--- src/rtl/keypad_scan_queue.sv ---
// keypad_scan_queue: scans a 4x4 active-low keypad matrix, debounces whole
// scan frames and queues each new single-key press as a 4-bit code.
//   clock, reset     : system clock, asynchronous active-high reset
//   keypadCol[3:0]   : column sense, active-low
//   keypadRow[3:0]   : row drive, one-hot active-low
//   key_code[3:0]    : queue head, meaningful while key_valid
//   key_valid        : queue not empty
//   key_ready        : consumer accepts the head this cycle
//   key_held         : debounced state is a single pressed key
//   key_overflow     : one-cycle pulse when a press is dropped on a full queue
module keypad_scan_queue #(
    parameter int unsigned SCAN_DIV       = 250000,
    parameter int unsigned DEBOUNCE_SCANS = 4,
    parameter int unsigned FIFO_DEPTH     = 4
) (
    input  logic       clock,
    input  logic       reset,
    input  logic [3:0] keypadCol,
    output logic [3:0] keypadRow,
    output logic [3:0] key_code,
    output logic       key_valid,
    input  logic       key_ready,
    output logic       key_held,
    output logic       key_overflow
);

    localparam int unsigned DIV_W = (SCAN_DIV > 1) ? $clog2(SCAN_DIV) : 1;
    localparam int unsigned DB_W  = (DEBOUNCE_SCANS > 1) ? $clog2(DEBOUNCE_SCANS) : 1;
    localparam int unsigned PTR_W = $clog2(FIFO_DEPTH);
    localparam int unsigned CNT_W = PTR_W + 1;
    localparam logic [DB_W-1:0]  DB_MAX  = DB_W'(DEBOUNCE_SCANS - 1);
    localparam logic [DIV_W-1:0] DIV_MAX = DIV_W'(SCAN_DIV - 1);

    typedef enum logic [1:0] {RES_NONE, RES_KEY, RES_MULTI} res_kind_e;
    typedef enum logic {S_IDLE, S_PRESSED} state_e;

    // Keypad legend indexed by {row index, column index}
    function automatic logic [3:0] key_map(input logic [1:0] r, input logic [1:0] c);
        logic [3:0] code;
        case ({r, c})
            4'h0: code = 4'h7;  4'h1: code = 4'h4;  4'h2: code = 4'h1;  4'h3: code = 4'h0;
            4'h4: code = 4'h8;  4'h5: code = 4'h5;  4'h6: code = 4'h2;  4'h7: code = 4'hA;
            4'h8: code = 4'h9;  4'h9: code = 4'h6;  4'hA: code = 4'h3;  4'hB: code = 4'hB;
            4'hC: code = 4'hC;  4'hD: code = 4'hD;  4'hE: code = 4'hE;  default: code = 4'hF;
        endcase
        return code;
    endfunction

    logic [DIV_W-1:0] div_q, div_d;
    logic [3:0]       row_q, row_d;
    logic [1:0]       acc_n_q, acc_n_d;
    logic [3:0]       acc_code_q, acc_code_d;
    res_kind_e        prev_kind_q, prev_kind_d;
    logic [3:0]       prev_code_q, prev_code_d;
    logic [DB_W-1:0]  db_cnt_q, db_cnt_d;
    logic             eval_q, eval_d;
    state_e           state_q, state_d;
    logic [3:0]       held_code_q, held_code_d;
    logic             push_q, push_d;
    logic [3:0]       push_code_q, push_code_d;
    logic [3:0]       mem_q [FIFO_DEPTH];
    logic [3:0]       mem_d [FIFO_DEPTH];
    logic [PTR_W-1:0] wr_ptr_q, wr_ptr_d, rd_ptr_q, rd_ptr_d;
    logic [CNT_W-1:0] count_q, count_d;
    logic [3:0]       key_code_q, key_code_d;
    logic             key_valid_q, key_valid_d;
    logic             ovf_q, ovf_d;

    logic             tc, row_ok;
    logic [1:0]       row_idx, col_idx;
    logic [3:0]       col_low, samp_code;
    logic [2:0]       low_n, sum_n;
    logic [1:0]       frame_n;
    logic [3:0]       frame_code, res_code;
    res_kind_e        frame_kind;
    logic             qualify, pop, full, wr_en;

    // Row divider, row sequencing and decode of the current column sample
    always_comb begin
        tc      = (div_q == DIV_MAX);
        div_d   = tc ? '0 : div_q + DIV_W'(1);
        row_ok  = 1'b1;
        row_idx = 2'd0;
        case (row_q)
            4'b1110: row_idx = 2'd0;
            4'b1101: row_idx = 2'd1;
            4'b1011: row_idx = 2'd2;
            4'b0111: row_idx = 2'd3;
            default: row_ok  = 1'b0;
        endcase
        row_d = row_q;
        if (tc) begin
            case (row_q)
                4'b1110: row_d = 4'b1101;
                4'b1101: row_d = 4'b1011;
                4'b1011: row_d = 4'b0111;
                default: row_d = 4'b1110;   // wrap and recovery from illegal rows
            endcase
        end
        col_low = ~keypadCol;
        low_n   = 3'(col_low[0]) + 3'(col_low[1]) + 3'(col_low[2]) + 3'(col_low[3]);
        if (col_low[0])      col_idx = 2'd0;
        else if (col_low[1]) col_idx = 2'd1;
        else if (col_low[2]) col_idx = 2'd2;
        else                 col_idx = 2'd3;
        samp_code = key_map(row_idx, col_idx);
    end

    // Frame accumulation: saturating closed-contact count plus the lone code
    always_comb begin
        sum_n      = (row_idx == 2'd0) ? low_n : 3'(acc_n_q) + low_n;
        frame_n    = (sum_n >= 3'd2) ? 2'd2 : sum_n[1:0];
        frame_code = (low_n == 3'd1) ? samp_code : acc_code_q;
        case (frame_n)
            2'd0:    frame_kind = RES_NONE;
            2'd1:    frame_kind = RES_KEY;
            default: frame_kind = RES_MULTI;
        endcase
        res_code = (frame_kind == RES_KEY) ? frame_code : 4'd0;
    end

    // Debounce: compare each completed frame with the previous one
    always_comb begin
        acc_n_d     = acc_n_q;
        acc_code_d  = acc_code_q;
        prev_kind_d = prev_kind_q;
        prev_code_d = prev_code_q;
        db_cnt_d    = db_cnt_q;
        eval_d      = 1'b0;
        if (tc && row_ok) begin
            acc_n_d    = frame_n;
            acc_code_d = frame_code;
            if (row_idx == 2'd3) begin
                eval_d = 1'b1;
                if (frame_kind == prev_kind_q && res_code == prev_code_q) begin
                    if (db_cnt_q != DB_MAX) db_cnt_d = db_cnt_q + DB_W'(1);
                end else begin
                    db_cnt_d = '0;
                end
                prev_kind_d = frame_kind;
                prev_code_d = res_code;
            end
        end
    end

    // Stable-state machine, evaluated the cycle after a frame completes
    always_comb begin
        state_d     = state_q;
        held_code_d = held_code_q;
        push_d      = 1'b0;
        push_code_d = push_code_q;
        qualify     = eval_q && (db_cnt_q == DB_MAX) && (prev_kind_q != RES_MULTI);
        case (state_q)
            S_IDLE: begin
                if (qualify && prev_kind_q == RES_KEY) begin
                    state_d     = S_PRESSED;
                    held_code_d = prev_code_q;
                    push_d      = 1'b1;
                    push_code_d = prev_code_q;
                end
            end
            default: begin
                if (qualify) begin
                    if (prev_kind_q == RES_NONE) begin
                        state_d = S_IDLE;
                    end else if (prev_code_q != held_code_q) begin
                        held_code_d = prev_code_q;
                        push_d      = 1'b1;
                        push_code_d = prev_code_q;
                    end
                end
            end
        endcase
    end

    // Event queue; a pop frees the slot for a same-cycle push when full
    always_comb begin
        pop      = key_valid_q && key_ready;
        full     = (count_q == CNT_W'(FIFO_DEPTH));
        wr_en    = push_q && (!full || pop);
        ovf_d    = push_q && full && !pop;
        mem_d    = mem_q;
        if (wr_en) mem_d[wr_ptr_q] = push_code_q;
        wr_ptr_d = wr_ptr_q + PTR_W'(wr_en);
        rd_ptr_d = rd_ptr_q + PTR_W'(pop);
        count_d  = count_q + CNT_W'(wr_en) - CNT_W'(pop);
        key_valid_d = (count_d != '0);
        key_code_d  = mem_d[rd_ptr_d];
    end

    always_ff @(posedge clock or posedge reset) begin
        if (reset) begin
            div_q       <= '0;
            row_q       <= 4'b1110;
            acc_n_q     <= '0;
            acc_code_q  <= '0;
            prev_kind_q <= RES_NONE;
            prev_code_q <= '0;
            db_cnt_q    <= '0;
            eval_q      <= 1'b0;
            state_q     <= S_IDLE;
            held_code_q <= '0;
            push_q      <= 1'b0;
            push_code_q <= '0;
            for (int i = 0; i < int'(FIFO_DEPTH); i++) mem_q[i] <= '0;
            wr_ptr_q    <= '0;
            rd_ptr_q    <= '0;
            count_q     <= '0;
            key_code_q  <= '0;
            key_valid_q <= 1'b0;
            ovf_q       <= 1'b0;
        end else begin
            div_q       <= div_d;
            row_q       <= row_d;
            acc_n_q     <= acc_n_d;
            acc_code_q  <= acc_code_d;
            prev_kind_q <= prev_kind_d;
            prev_code_q <= prev_code_d;
            db_cnt_q    <= db_cnt_d;
            eval_q      <= eval_d;
            state_q     <= state_d;
            held_code_q <= held_code_d;
            push_q      <= push_d;
            push_code_q <= push_code_d;
            mem_q       <= mem_d;
            wr_ptr_q    <= wr_ptr_d;
            rd_ptr_q    <= rd_ptr_d;
            count_q     <= count_d;
            key_code_q  <= key_code_d;
            key_valid_q <= key_valid_d;
            ovf_q       <= ovf_d;
        end
    end

    assign keypadRow    = row_q;
    assign key_code     = key_code_q;
    assign key_valid    = key_valid_q;
    assign key_held     = (state_q == S_PRESSED);
    assign key_overflow = ovf_q;

endmodule

--- config.mk ---
export PLATFORM = sky130hd
export DESIGN_NAME = keypad_scan_queue
export DESIGN_NICKNAME = d
export VERILOG_FILES = /design/src/rtl/keypad_scan_queue.sv
export SDC_FILE = /design/constraint.sdc
export NUM_CORES = 1
export LEC_CHECK = 0
export ABC_AREA = 1
export CAP_MARGIN = 15
export CELL_PAD_IN_SITES_DETAIL_PLACEMENT = 0
export CELL_PAD_IN_SITES_GLOBAL_PLACEMENT = 1
export CORE_MARGIN = 1
export CORE_UTILIZATION = 49
export DETAILED_ROUTE_END_ITERATION = 8
export GPL_TIMING_DRIVEN = 0
export PLACE_DENSITY = 0.91
export SYNTH_ARGS = -nofsm -noshare
export SYNTH_HDL_FRONTEND = slang
export SYNTH_SLANG_ARGS = --single-unit
--- constraint.sdc ---
create_clock -name clock -period 4.15 [get_ports clock]
set_input_delay 1.0375 -clock clock [delete_from_list [all_inputs] [get_ports clock]]
set_output_delay 1.0375 -clock clock [all_outputs]
set_load 0.02 [all_outputs]
==> metrics.md, run 1 <==
| Metric | Value |
|---|---|
| Status | completed |
| Clk network pwr share | 0.358 |
| FILL cells | 675 |
| Fin nets | between 500 and 600 |
| Clock Latency Late Sink | approximately 0.34 ns |
| Gr usage total | 0.2004 |
| Antenna violations before repair | 0 |
| Post-route insts no fill | ~610 |
| Met2 GRT Util | 0.3378 |
| Placement Setup Slack | -0.3017 ns |
| Crit Path Max Fanout | 8 |
| Routed WL per cell | ~13 µm |
| Worst EP arrival | 4.22 ns |
| TritonCTS Buffers | 9 |
| Reg area | between 0.0015 and 0.002 mm² |
| Tightest Hold Check Type | register to register |
| Port Buffers | 17 |
| Starting Density | 0.5065 |
| TritonRoute pass-1 iters | 5 |
| N_diodes | 0 |
| CTS tree | yes |
| Clock Skew | between 0.008 and 0.009 ns |
| Synthesized netlist cell count | 470 |
| Switching Fraction | 0.2846 |
| Synth cell types | 34 |
| Syn avg cell area | 8.327 µm² |
| Die area | 0.008348 mm² |
| Largest net degree at the start of global routing | 73 |
| Peak Freq | 254.3 MHz |
| Combined area of the multi-input logic cells | approximately 0.0019 mm² |
| Placed insts | 589 |
| First-pass GRT wire length | between 10000 and 15000 µm |
| Pwr Total | around 1900 µW |
| Psw | between 500 and 600 µW |
| Yosys warns | 0 |
| Slew HR | 0.3240 |
| Critical path capture point type | register |
| Final setup viols | 0 |
| Layout cells sized above 1 | 0.1149 |
| Final hold viol count | 0 |
| Worst Setup Path Type | input pin to register |
| CP required | between 4 and 5 ns |
| Layout area overhead | 15.60% |
| Net Count, Synth | just under 500 |
| Grt met3 use | 0.05193 |
| Max_cap viols | 0 |
| Routing usage on met1 | 0.2522 |
| Pwr dens | around 410 mW/mm² |
| Vias in the first global route | 2971 |
| Routed wire length | 7633 µm |
| Drt initial violations | roughly 160 |
| Placed cell area | approximately 0.0042 mm² |
| Clock root cell | clkbuf_8 |
| Final core utilization | 0.5855 |
| Top Ports | 18 |
| Post-route minimum period | 3.933 ns |
| # rows | 32 |
| Leakage | about 0.0022 µW |
| DRC Markers | 0 |
| Maximum vdd drop | between 0.00015 and 0.0002 V |
| Final Cell Area | about 0.0045 mm² |
| Netlist Area Pre-Place | between 0.003 and 0.004 mm² |
| Period utilisation layout | 0.9476 |
| FF+latch count, synth | 72 |
| HPWL after DPL | ~5500 µm |
| CTS max path bufs | 2 |
| Clock slew at the register clock pins of the worst setup and hold paths | 0.08 ns |
| RSZ-0062 raised after global routing | false |
| Core area | 0.007727 mm² |
| Comb pwr share | 0.231 |
| DIE WIDTH | approximately 91 µm |
| Final RePlAce weighted congestion | 0.8237 |
| Post-route ant nets | 0 |
| GRT busiest layer | met2 |
| Die height | roughly 91 µm |
| CTS Sinks | between 70 and 80 |
| Via count | 3075 |
| Seq pwr share | 0.411 |
| Post-synthesis sequential area ratio | 0.4613 |
| Vias/cell | 5.066 |
| Post-route worst setup slack | roughly 0.22 ns |
| Worst Max-Slew Pin Slew | approximately 1.0 ns |
| Startpoint types | input pin |
| Final Max Tran Viols | 0 |
| CTS H-tree depth | 3 |
| Int Power | ~1300 µW |
| Overflow after GRT | 0 |
[metrics by stage]
| step | TNS [ns] | hold WS [ns] |
|---|---|---|
| after floorplan | 0 | 0.4329 |
| after global placement | -0.3774 | 0.4499 |
| after detailed placement | -0.6024 | 0.4619 |
| after CTS | 0 | 0.4729 |
| after global routing | 0 | 0.5039 |
| final | 0 | 0.4723 |
[logic make-up after synthesis]
kind of cell,share of synthesized area
AO/OA/AOI/OAI,0.1036
XOR/XNOR,0.02685
adder cells (fa/ha/maj),0.06010
buffers and inverters,0.07672
flip-flops,0.4613
AND/OR/NAND/NOR,0.2714
[per-layer routing]
metal  part of all wire  wire, µm
met3              0.035       265
met4              0.012        92
met5                  0         0
met1               0.47      3587
met2               0.48      3687
[cell usage in the layout (no fill, tap or decap), types with 2 or more instances in the layout]
cell type and n:
nor2_4 2, xor2_1 4, nor2_1 34, o21a_1 16
nor3_1 13, dfrtp_1 69, ha_4 2, o21ai_0 27
dlymetal6s2s_1 2, dfstp_2 3, ha_1 12, clkdlybuf4s50_1 15
bufinv_16 3, nand4_1 12, o22ai_1 4, nand2_2 6
buf_4 2, nor4_1 2, nor2_2 6, a31oi_1 4
fa_1 2, xnor2_1 8, nor3_2 3, nand3_1 25
clkbuf_1 2, inv_1 71, inv_2 6, nand2_1 103
a21oi_1 17, nand3_4 2, clkbuf_8 10, nand2_4 5
[power groups by stage]
stage | Sequential [µW] | Clock, µW | Combinational [µW]
after detailed placement | 785 | 0 | 421
after global placement | 784 | 0 | 410
after floorplan | 804 | 0 | 288
final | 772 | 672 | 433
after global routing | 776 | 721 | 490
after CTS | 773 | 689 | 421
[flip-flops by register name (all words and copies together) (netlist names)]
signal	count
acc_code_q	4
acc_n_q	2
count_q	3
db_cnt_q	2
div_q	18
eval_q	1
key_code	4
key_held	1
key_overflow	1
key_valid	1
keypadRow	4
mem_q	16
prev_code_q	4
prev_kind_q	2
push_code_q	4
push_q	1
rd_ptr_q	2
wr_ptr_q	2
[path summary, 6_finish.rpt]
check,startpoint,endpoint,slack (ns),cells after the start
worst min-delay path,div_q[17],div_q[17],0.47,1
worst max register to register,count_q[1],key_valid,1.87,10
min in group asynchronous,reset,count_q[1],1.22,2
max in group asynchronous,reset,acc_code_q[1],2.35,2
worst max-delay path,keypadCol[3],db_cnt_q[1],0.22,17
worst min register to register,div_q[17],div_q[17],0.47,1
[critical path, stage by stage]
cell and delay [ns]:
clkdlybuf4s50_1 0.46, inv_1 0.06, fa_1 0.50, ha_4 0.19
ha_4 0.26, inv_1 0.06, fa_2 0.54, o21ai_0 0.08
nand2_1 0.13, nand3_4 0.11, nor2_8 0.19, nand3_1 0.09
nand2_1 0.08, nand3_1 0.10, nor2_2 0.15, nand4_1 0.10
nand2_1 0.08
[final cells by class]
class / instances / share of cell area
Multi-Input combinational cell: 318 / 0.4096
Clock inverter: 5 / 0.02295
Inverter: 78 / 0.06527
Buffer: 2 / 0.001659
Sequential cell: 72 / 0.3991
Tap cell: 102 / 0.02821
Clock buffer: 11 / 0.03125
Timing Repair Buffer: 19 / 0.04204
[cell usage after synthesis, drive strengths merged]
library cell	instances	share of area
inv	78	0.075
nand4	13	0.022
a21boi	1	0.0019
xnor2	8	0.018
nand3	28	0.042
dfstp	3	0.020
nand2	114	0.12
fa	3	0.015
or3	1	0.0016
a211oi	1	0.0019
buf	1	0.00096
nor2	43	0.052
o22ai	4	0.0064
clkbuf	1	0.00096
nor3	16	0.024
a31oi	4	0.0064
o21ai	27	0.035
nor4	3	0.0064
xor2	4	0.0090
nand3b	1	0.0019
dfrtp	69	0.44
a21oi	17	0.022
ha	14	0.045
o21a	16	0.031
[what timing repair did]
| item | in CTS | in global routing |
|---|---|---|
| resized for setup | 0 | 11 |
| setup endpoints to repair | 0 | 2 |
| buffers inserted | 0 | 2 |
| hold buffers | 0 | 0 |
No activity file was read; power rests on OpenSTA's default activity.
==> inputs of run 2 (changes only) <==
- CORE_MARGIN: 1 -> 4
==> run 2 against run 1 <==
- die area increased by 14%
- clock-buffer cell count decreased by 1
- total power decreased by 3.0%
- sequential cell count unchanged
- global-route usage decreased by 3.6 points
- clock power decreased by 7.0%
- final cell count decreased by 0.16%
- critical path type unchanged
- largest cell class unchanged
- largest power group unchanged
- highest routed layer unchanged
==> metrics.md, run 2 (synthesis results as in run 1) <==
| Metric | Value |
|---|---|
| Status | completed |
| Top Ports | 18 (unchanged) |
| Final Cell Area | 0.004472 mm² (-1.2%) |
| Worst EP arrival | 4.19 ns (-0.03 ns) |
| TritonCTS Buffers | 9 (unchanged) |
| Largest net degree at the start of global routing | 73 (unchanged) |
| DRC Markers | 0 (unchanged) |
| CP required | 4.43 ns (about the same) |
| Number of cells on the critical path | 17 (unchanged) |
| Met3 routed WL | 323 µm (+22%) |
| Leakage | 0.002222 µW (-0.75%) |
| Final Max Tran Viols | 0 (unchanged) |
| Starting Density | 0.5065 (unchanged) |
| Post-route ant nets | 0 (unchanged) |
| Clock Latency Late Sink | 0.34 ns (about the same) |
| Worst Max-Slew Pin Slew | 0.8635 ns (-0.1428 ns) |
| Largest regs | div_q x18, mem_q x16 |
| Period utilisation layout | 0.9422 (-0.005448) |
| CTS max path bufs | 2 (unchanged) |
| Buffers & Inverters on Critical Path | 3 (unchanged) |
| HPWL after DPL | 5534 µm (+0.41%) |
| Total negative slack | 0 ns (unchanged) |
| Maximum vdd drop | 0.0002214 V (+14%) |
| Final RePlAce weighted congestion | 0.8614 (+4.6%) |
| Hold Crit Depth | 1 (unchanged) |
| Gr usage total | 0.1645 (-0.03591) |
| Placed insts | 589 (unchanged) |
| Placed cell area | 0.004214 mm² (unchanged) |
| Worst R2R End | key_valid |
| R2r startpoint | count_q[1] |
| Commonest cells after routing, fill and taps aside | 102 x nand2_1, 71 x inv_1, 69 x dfrtp_1 |
| Crit Path Max Fanout | 8 (unchanged) |
| Crit-path cells | clkdlybuf4s50_1 > inv_1 > fa_1 > ha_1 > ha_1 > inv_1 > fa_1 > o21ai_0 > nand2_1 > nand3_4 > nor2_8 > nand3_1 > nand2_1 > nand3_1 > nor2_2 > nand4_1 > nand2_1 |
| Post-route insts no fill | 606 (-0.16%) |
| Peak Freq | 255.7 MHz (+0.58%) |
| Layout area overhead | 14.26% |
| Layout cells sized above 1 | 0.1131 (-0.001756) |
| Clock root cell | clkbuf_8 |
| Overflow after GRT | 0 (unchanged) |
| Crit. Startpoint | keypadCol[3] |
| CTS Sinks | 72 (unchanged) |
| CP peak stage delay | 0.52 ns (-0.02 ns) |
| Clock slew at the register clock pins of the worst setup and hold paths | 0.08 ns (about the same) |
| # rows | 32 (unchanged) |
| Uppermost layer routed | met4 |
| TritonRoute pass-1 iters | 4 (-1) |
| CP delay by family, top | adder cells |
| DIE WIDTH | 97.37 µm (+6.6%) |
| Met2 routed WL | 3503 µm (-5.0%) |
| Startpoint types | input pin |
| Hold_sp | div_q[0] |
| FILL cells | 699 (+3.6%) |
| Routed wire length | 7492 µm (-1.8%) |
| Vias/cell | 5.084 (+0.36%) |
| Slew HR | 0.4199 (+0.09591) |
| Max FFs per register | 18 (unchanged) |
| Final hold viol count | 0 (unchanged) |
| RSZ-0062 raised after global routing | false |
| Reg-to-reg slack, setup | 1.84 ns (-0.03 ns) |
| N_diodes | 0 (unchanged) |
| Most flop-heavy register | div_q |
| Antenna violations before repair | 0 (unchanged) |
| Pwr dens | 407.0 mW/mm² (-1.8%) |
| Post-route minimum period | 3.910 ns (-0.02261 ns) |
| Clock Skew | 0.009310 ns (+0.0005750 ns) |
| Via count | 3081 (+0.20%) |
| Critical Path End | db_cnt_q[0] |
| Depth of the most critical reg-to-reg path | 10 (unchanged) |
| First-pass GRT wire length | 12900 µm (-2.6%) |
| Final core utilization | 0.5787 (-0.006800) |
| DRT met1 WL | 3561 µm (-0.72%) |
| CTS tree | yes |
| Commonest non-fill, non-tap cell in the layout | nand2_1 |
| Critical path capture point type | register |
| Slowest CP cell | fa_1 |
| Core area | 0.007727 mm² (unchanged) |
| Vias in the first global route | 2900 (-2.4%) |
| Tightest Hold Check Type | register to register |
| Max_cap viols | 0 (unchanged) |
| Routed WL per cell | 12.36 µm (-1.7%) |
| Die area | 0.009481 mm² (+14%) |
| Worst hold slack | 0.4666 ns (-0.005659 ns) |
| Die height | 97.37 µm (+6.6%) |
| Worst path most repeated cell | nand2_1 |
| Fin nets | 523 (-0.19%) |
| Final setup viols | 0 (unchanged) |
| CTS H-tree depth | 3 (unchanged) |
| Drt initial violations | 126 (-21%) |
| Port Buffers | 17 (unchanged) |
| Worst Setup Path Type | input pin to register |
[run 2: worst min-delay path by stage]
stage	end	slack (ns)
floorplan	div_q[0]	0.43
global placement	div_q[0]	0.45
detailed placement	div_q[17]	0.46
CTS	div_q[17]	0.47
global route	div_q[0]	0.49
finish	div_q[0]	0.47
[run 2: layout make-up]
cell class                      instances  area [µm²]  area share
Inverter                               78       295.3     0.06603
Timing Repair Buffer                   18       182.7     0.04085
Clock inverter                          6       90.09     0.02015
Tap cell                              102       127.6     0.02854
Clock buffer                           10       137.6     0.03078
Multi-Input combinational cell        318        1826      0.4082
Sequential cell                        72        1805      0.4037
Buffer                                  2       7.507    0.001679
[run 2: through the flow]
stage	power [µW]	setup slack [ns]
2_1_floorplan	1092	0.5904
3_3_place_gp	1195	-0.1904
3_5_place_dp	1207	-0.2662
4_1_cts	1836	0.08318
5_1_grt	1921	0.04907
6_report	1820	0.2399
[run 2: timing repair]
action                                  CTS  global route
setup buffers                             0             1
resized for setup                         0             8
hold buffers                              0             0
endpoints found under the setup margin    0             2
[run 2: layer usage]
layer | up-vias | track usage
met4 | 0 | 0.05218
met3 | 9 | 0.03805
met1 | 1448 | 0.2237
li1 | 1576 | -
met2 | 48 | 0.2615
met5 | - | 0
[run 2: report_power, final]
| part | total, µW | switching, µW | leakage [µW] | internal [µW] |
|---|---|---|---|---|
| combinational | 424 | 255 | 0.00121 | 168 |
| sequential | 772 | 22.2 | 0.000899 | 750 |
| clock | 625 | 268 | 0.000113 | 357 |
| total | 1820 | 545 | 0.00222 | 1270 |
==> inputs of run 3 (changes only) <==
- REMOVE_ABC_BUFFERS: unset -> 1
==> run 3 against run 2 <==
- setup slack got worse by 0.027 ns
- sequential cell count stayed put
- via count is 0.39% lower
- maximum frequency down 0.69%
- combinational power about the same
- register-to-register slack got worse by 0.51 ns
- critical path type unchanged
- largest power group unchanged
==> metrics.md, run 3 (synthesis results as in run 1) <==
| Metric | Value |
|---|---|
| R2r startpoint | div_q[0] |
| Placed cell area | 0.004207 mm² (-0.18%) |
| Drt initial violations | 119 (-5.6%) |
| N_diodes | 0 (unchanged) |
| Reg area | 0.001805 mm² (unchanged) |
| Starting Density | 0.5065 (unchanged) |
| Final core utilization | 0.5721 (-0.006639) |
| Largest net degree at the start of global routing | 73 (unchanged) |
| Tightest Hold Check Type | register to register |
| Clock Latency Late Sink | 0.34 ns (about the same) |
| Psw | 536.2 µW (-1.6%) |
| CTS H-tree depth | 3 (unchanged) |
| First-pass GRT wire length | 13550 µm (+5.1%) |
| Most flop-heavy register | div_q |
| DRC Markers | 0 (unchanged) |
| HPWL after DPL | 5591 µm (+1.0%) |
| Core area | 0.007727 mm² (unchanged) |
| Layout cells sized above 1 | 0.1076 (-0.005526) |
| Crit Path Max Fanout | 8 (unchanged) |
| Port Buffers | 17 (unchanged) |
| Post-route ant nets | 0 (unchanged) |
| Clock root cell | clkbuf_8 |
| Max_cap viols | 0 (unchanged) |
| Routed WL per cell | 12.44 µm (+0.64%) |
| RSZ-0062 raised after global routing | false |
| Worst Max-Slew Pin Slew | 1.058 ns (+0.1942 ns) |
| Hold_sp | div_q[0] |
| Maximum vdd drop | 0.0001994 V (-10%) |
| Commonest cells after routing, fill and taps aside | 104 x nand2_1, 71 x inv_1, 69 x dfrtp_1 |
| Die height | 97.37 µm (unchanged) |
| Crit. Startpoint | keypadCol[1] |
| Startpoint types | input pin |
| CTS Sinks | 72 (unchanged) |
| Clock slew at the register clock pins of the worst setup and hold paths | 0.08 ns (about the same) |
| CTS tree | yes |
| Final hold viol count | 0 (unchanged) |
| Commonest non-fill, non-tap cell in the layout | nand2_1 |
| Overflow after GRT | 0 (unchanged) |
| Routed wire length | 7515 µm (+0.31%) |
| Largest regs | div_q x18, mem_q x16 |
| Int Power | 1153 µW (-9.5%) |
| Pwr dens | 382.2 mW/mm² (-6.1%) |
| Worst EP arrival | 4.22 ns (+0.03 ns) |
| Max FFs per register | 18 (unchanged) |
| Comb pwr share | 0.253 (+0.020) |
| Clk network pwr share | 0.291 (-0.052) |
| Leakage | 0.002177 µW (-2.0%) |
| Post-route insts no fill | 604 (-0.33%) |
| Post-route minimum period | 3.937 ns (+0.02730 ns) |
| Period utilisation layout | 0.9488 (+0.006579) |
| Combined area of the multi-input logic cells | 0.001838 mm² (+0.69%) |
| Fin nets | 521 (-0.38%) |
| Pwr Total | 1690 µW (-7.2%) |
| TritonRoute pass-1 iters | 6 (+2) |
| Worst Setup Path Type | input pin to register |
| Seq pwr share | 0.457 (+0.033) |
| Final Cell Area | 0.004420 mm² (-1.1%) |
| CTS max path bufs | 2 (unchanged) |
| FILL cells | 698 (-0.14%) |
| Peak Freq | 254.0 MHz (-0.69%) |
| Top Ports | 18 (unchanged) |
| DIE WIDTH | 97.37 µm (unchanged) |
| Antenna violations before repair | 0 (unchanged) |
| Critical path capture point type | register |
| Final RePlAce weighted congestion | 0.8944 (+3.8%) |
| Slew HR | 0.2890 (-0.1309) |
| TritonCTS Buffers | 9 (unchanged) |
| CP required | 4.43 ns (about the same) |
| Die area | 0.009481 mm² (unchanged) |
| Cts hold-fix bufs | 0 (unchanged) |
| Via count | 3069 (-0.39%) |
| Total negative slack | 0 ns (unchanged) |
| Layout area overhead | 12.95% |
| Gr usage total | 0.1702 (+0.005736) |
| Clock Skew | 0.009825 ns (+0.0005143 ns) |
| Placed insts | 587 (-0.34%) |
| Vias in the first global route | 3055 (+5.3%) |
| Final setup viols | 0 (unchanged) |
| Status | completed |
| Vias/cell | 5.081 (about the same) |
| # rows | 32 (unchanged) |
| Final Max Tran Viols | 0 (unchanged) |
| Switching Fraction | 0.3174 (+0.01783) |
-- run 3: cell types whose count changed in the layout (fill, tap and decap cells not counted), sizes merged --
cell and delta:
inv -1, buf -1, dlymetal6s2s -1, bufinv -2
clkdlybuf4s50 +1, clkinvlp +2
-- run 3: power by group through the flow --
| stage | combinational, µW | clock, µW | sequential [µW] |
|---|---|---|---|
| final | 427 | 491 | 772 |
| after global routing | 487 | 541 | 777 |
| after CTS | 424 | 506 | 772 |
| after detailed placement | 423 | 0 | 786 |
| after global placement | 411 | 0 | 784 |
| after floorplan | 287 | 0 | 804 |
-- run 3: repair_timing --
action                                  4_1_cts  5_1_grt
buffers inserted                              0        1
endpoints found under the setup margin        0        2
resized for setup                             0        6
-- run 3: critical path: stages --
cell	delay [ns]
clkdlybuf4s50_1	0.50
inv_1	0.07
fa_1	0.48
ha_4	0.19
ha_4	0.26
inv_1	0.06
fa_1	0.52
o21ai_0	0.08
nand2_1	0.13
nand3_4	0.12
nor2_8	0.18
nand3_1	0.09
nand2_1	0.08
nand3_1	0.08
nor2_2	0.16
nand4_1	0.10
nand2_1	0.08
-- run 3: worst paths after layout --
check | slack [ns] | endpoint | cells after the start
worst min register to register | 0.46 | div_q[0] | 1
min in group asynchronous | 1.22 | key_valid | 2
worst max register to register | 1.33 | prev_code_q[0] | 8
worst min-delay path | 0.46 | div_q[0] | 1
max in group asynchronous | 2.36 | acc_code_q[3] | 2
worst max-delay path | 0.21 | db_cnt_q[0] | 17
-- run 3: per-layer routing --
layer | up-vias | share of wire | track usage
met5 | - | 0 | 0
met4 | 0 | 0.015 | 0.05964
met3 | 12 | 0.029 | 0.04235
met2 | 30 | 0.48 | 0.2704
met1 | 1455 | 0.47 | 0.2272
li1 | 1572 | - | -
-- run 3: stage by stage --
| step | setup WS (ns) | hold WS, ns |
|---|---|---|
| finish | 0.2126 | 0.4560 |
| floorplan | 0.5904 | 0.4329 |
| detailed placement | -0.2785 | 0.4516 |
| global route | 0.008315 | 0.4887 |
| CTS | 0.08583 | 0.4608 |
| global placement | -0.1820 | 0.4499 |
-- run 3: layout make-up --
| cell class | instances | share of cell area |
|---|---|---|
| multi-input cells | 318 | 0.4158 |
| clock buffers | 11 | 0.03198 |
| repair buffers | 18 | 0.04076 |
| flip-flops and latches | 72 | 0.4084 |
| inverters | 78 | 0.06680 |
| clock inverters | 5 | 0.007359 |
| well taps | 102 | 0.02887 |
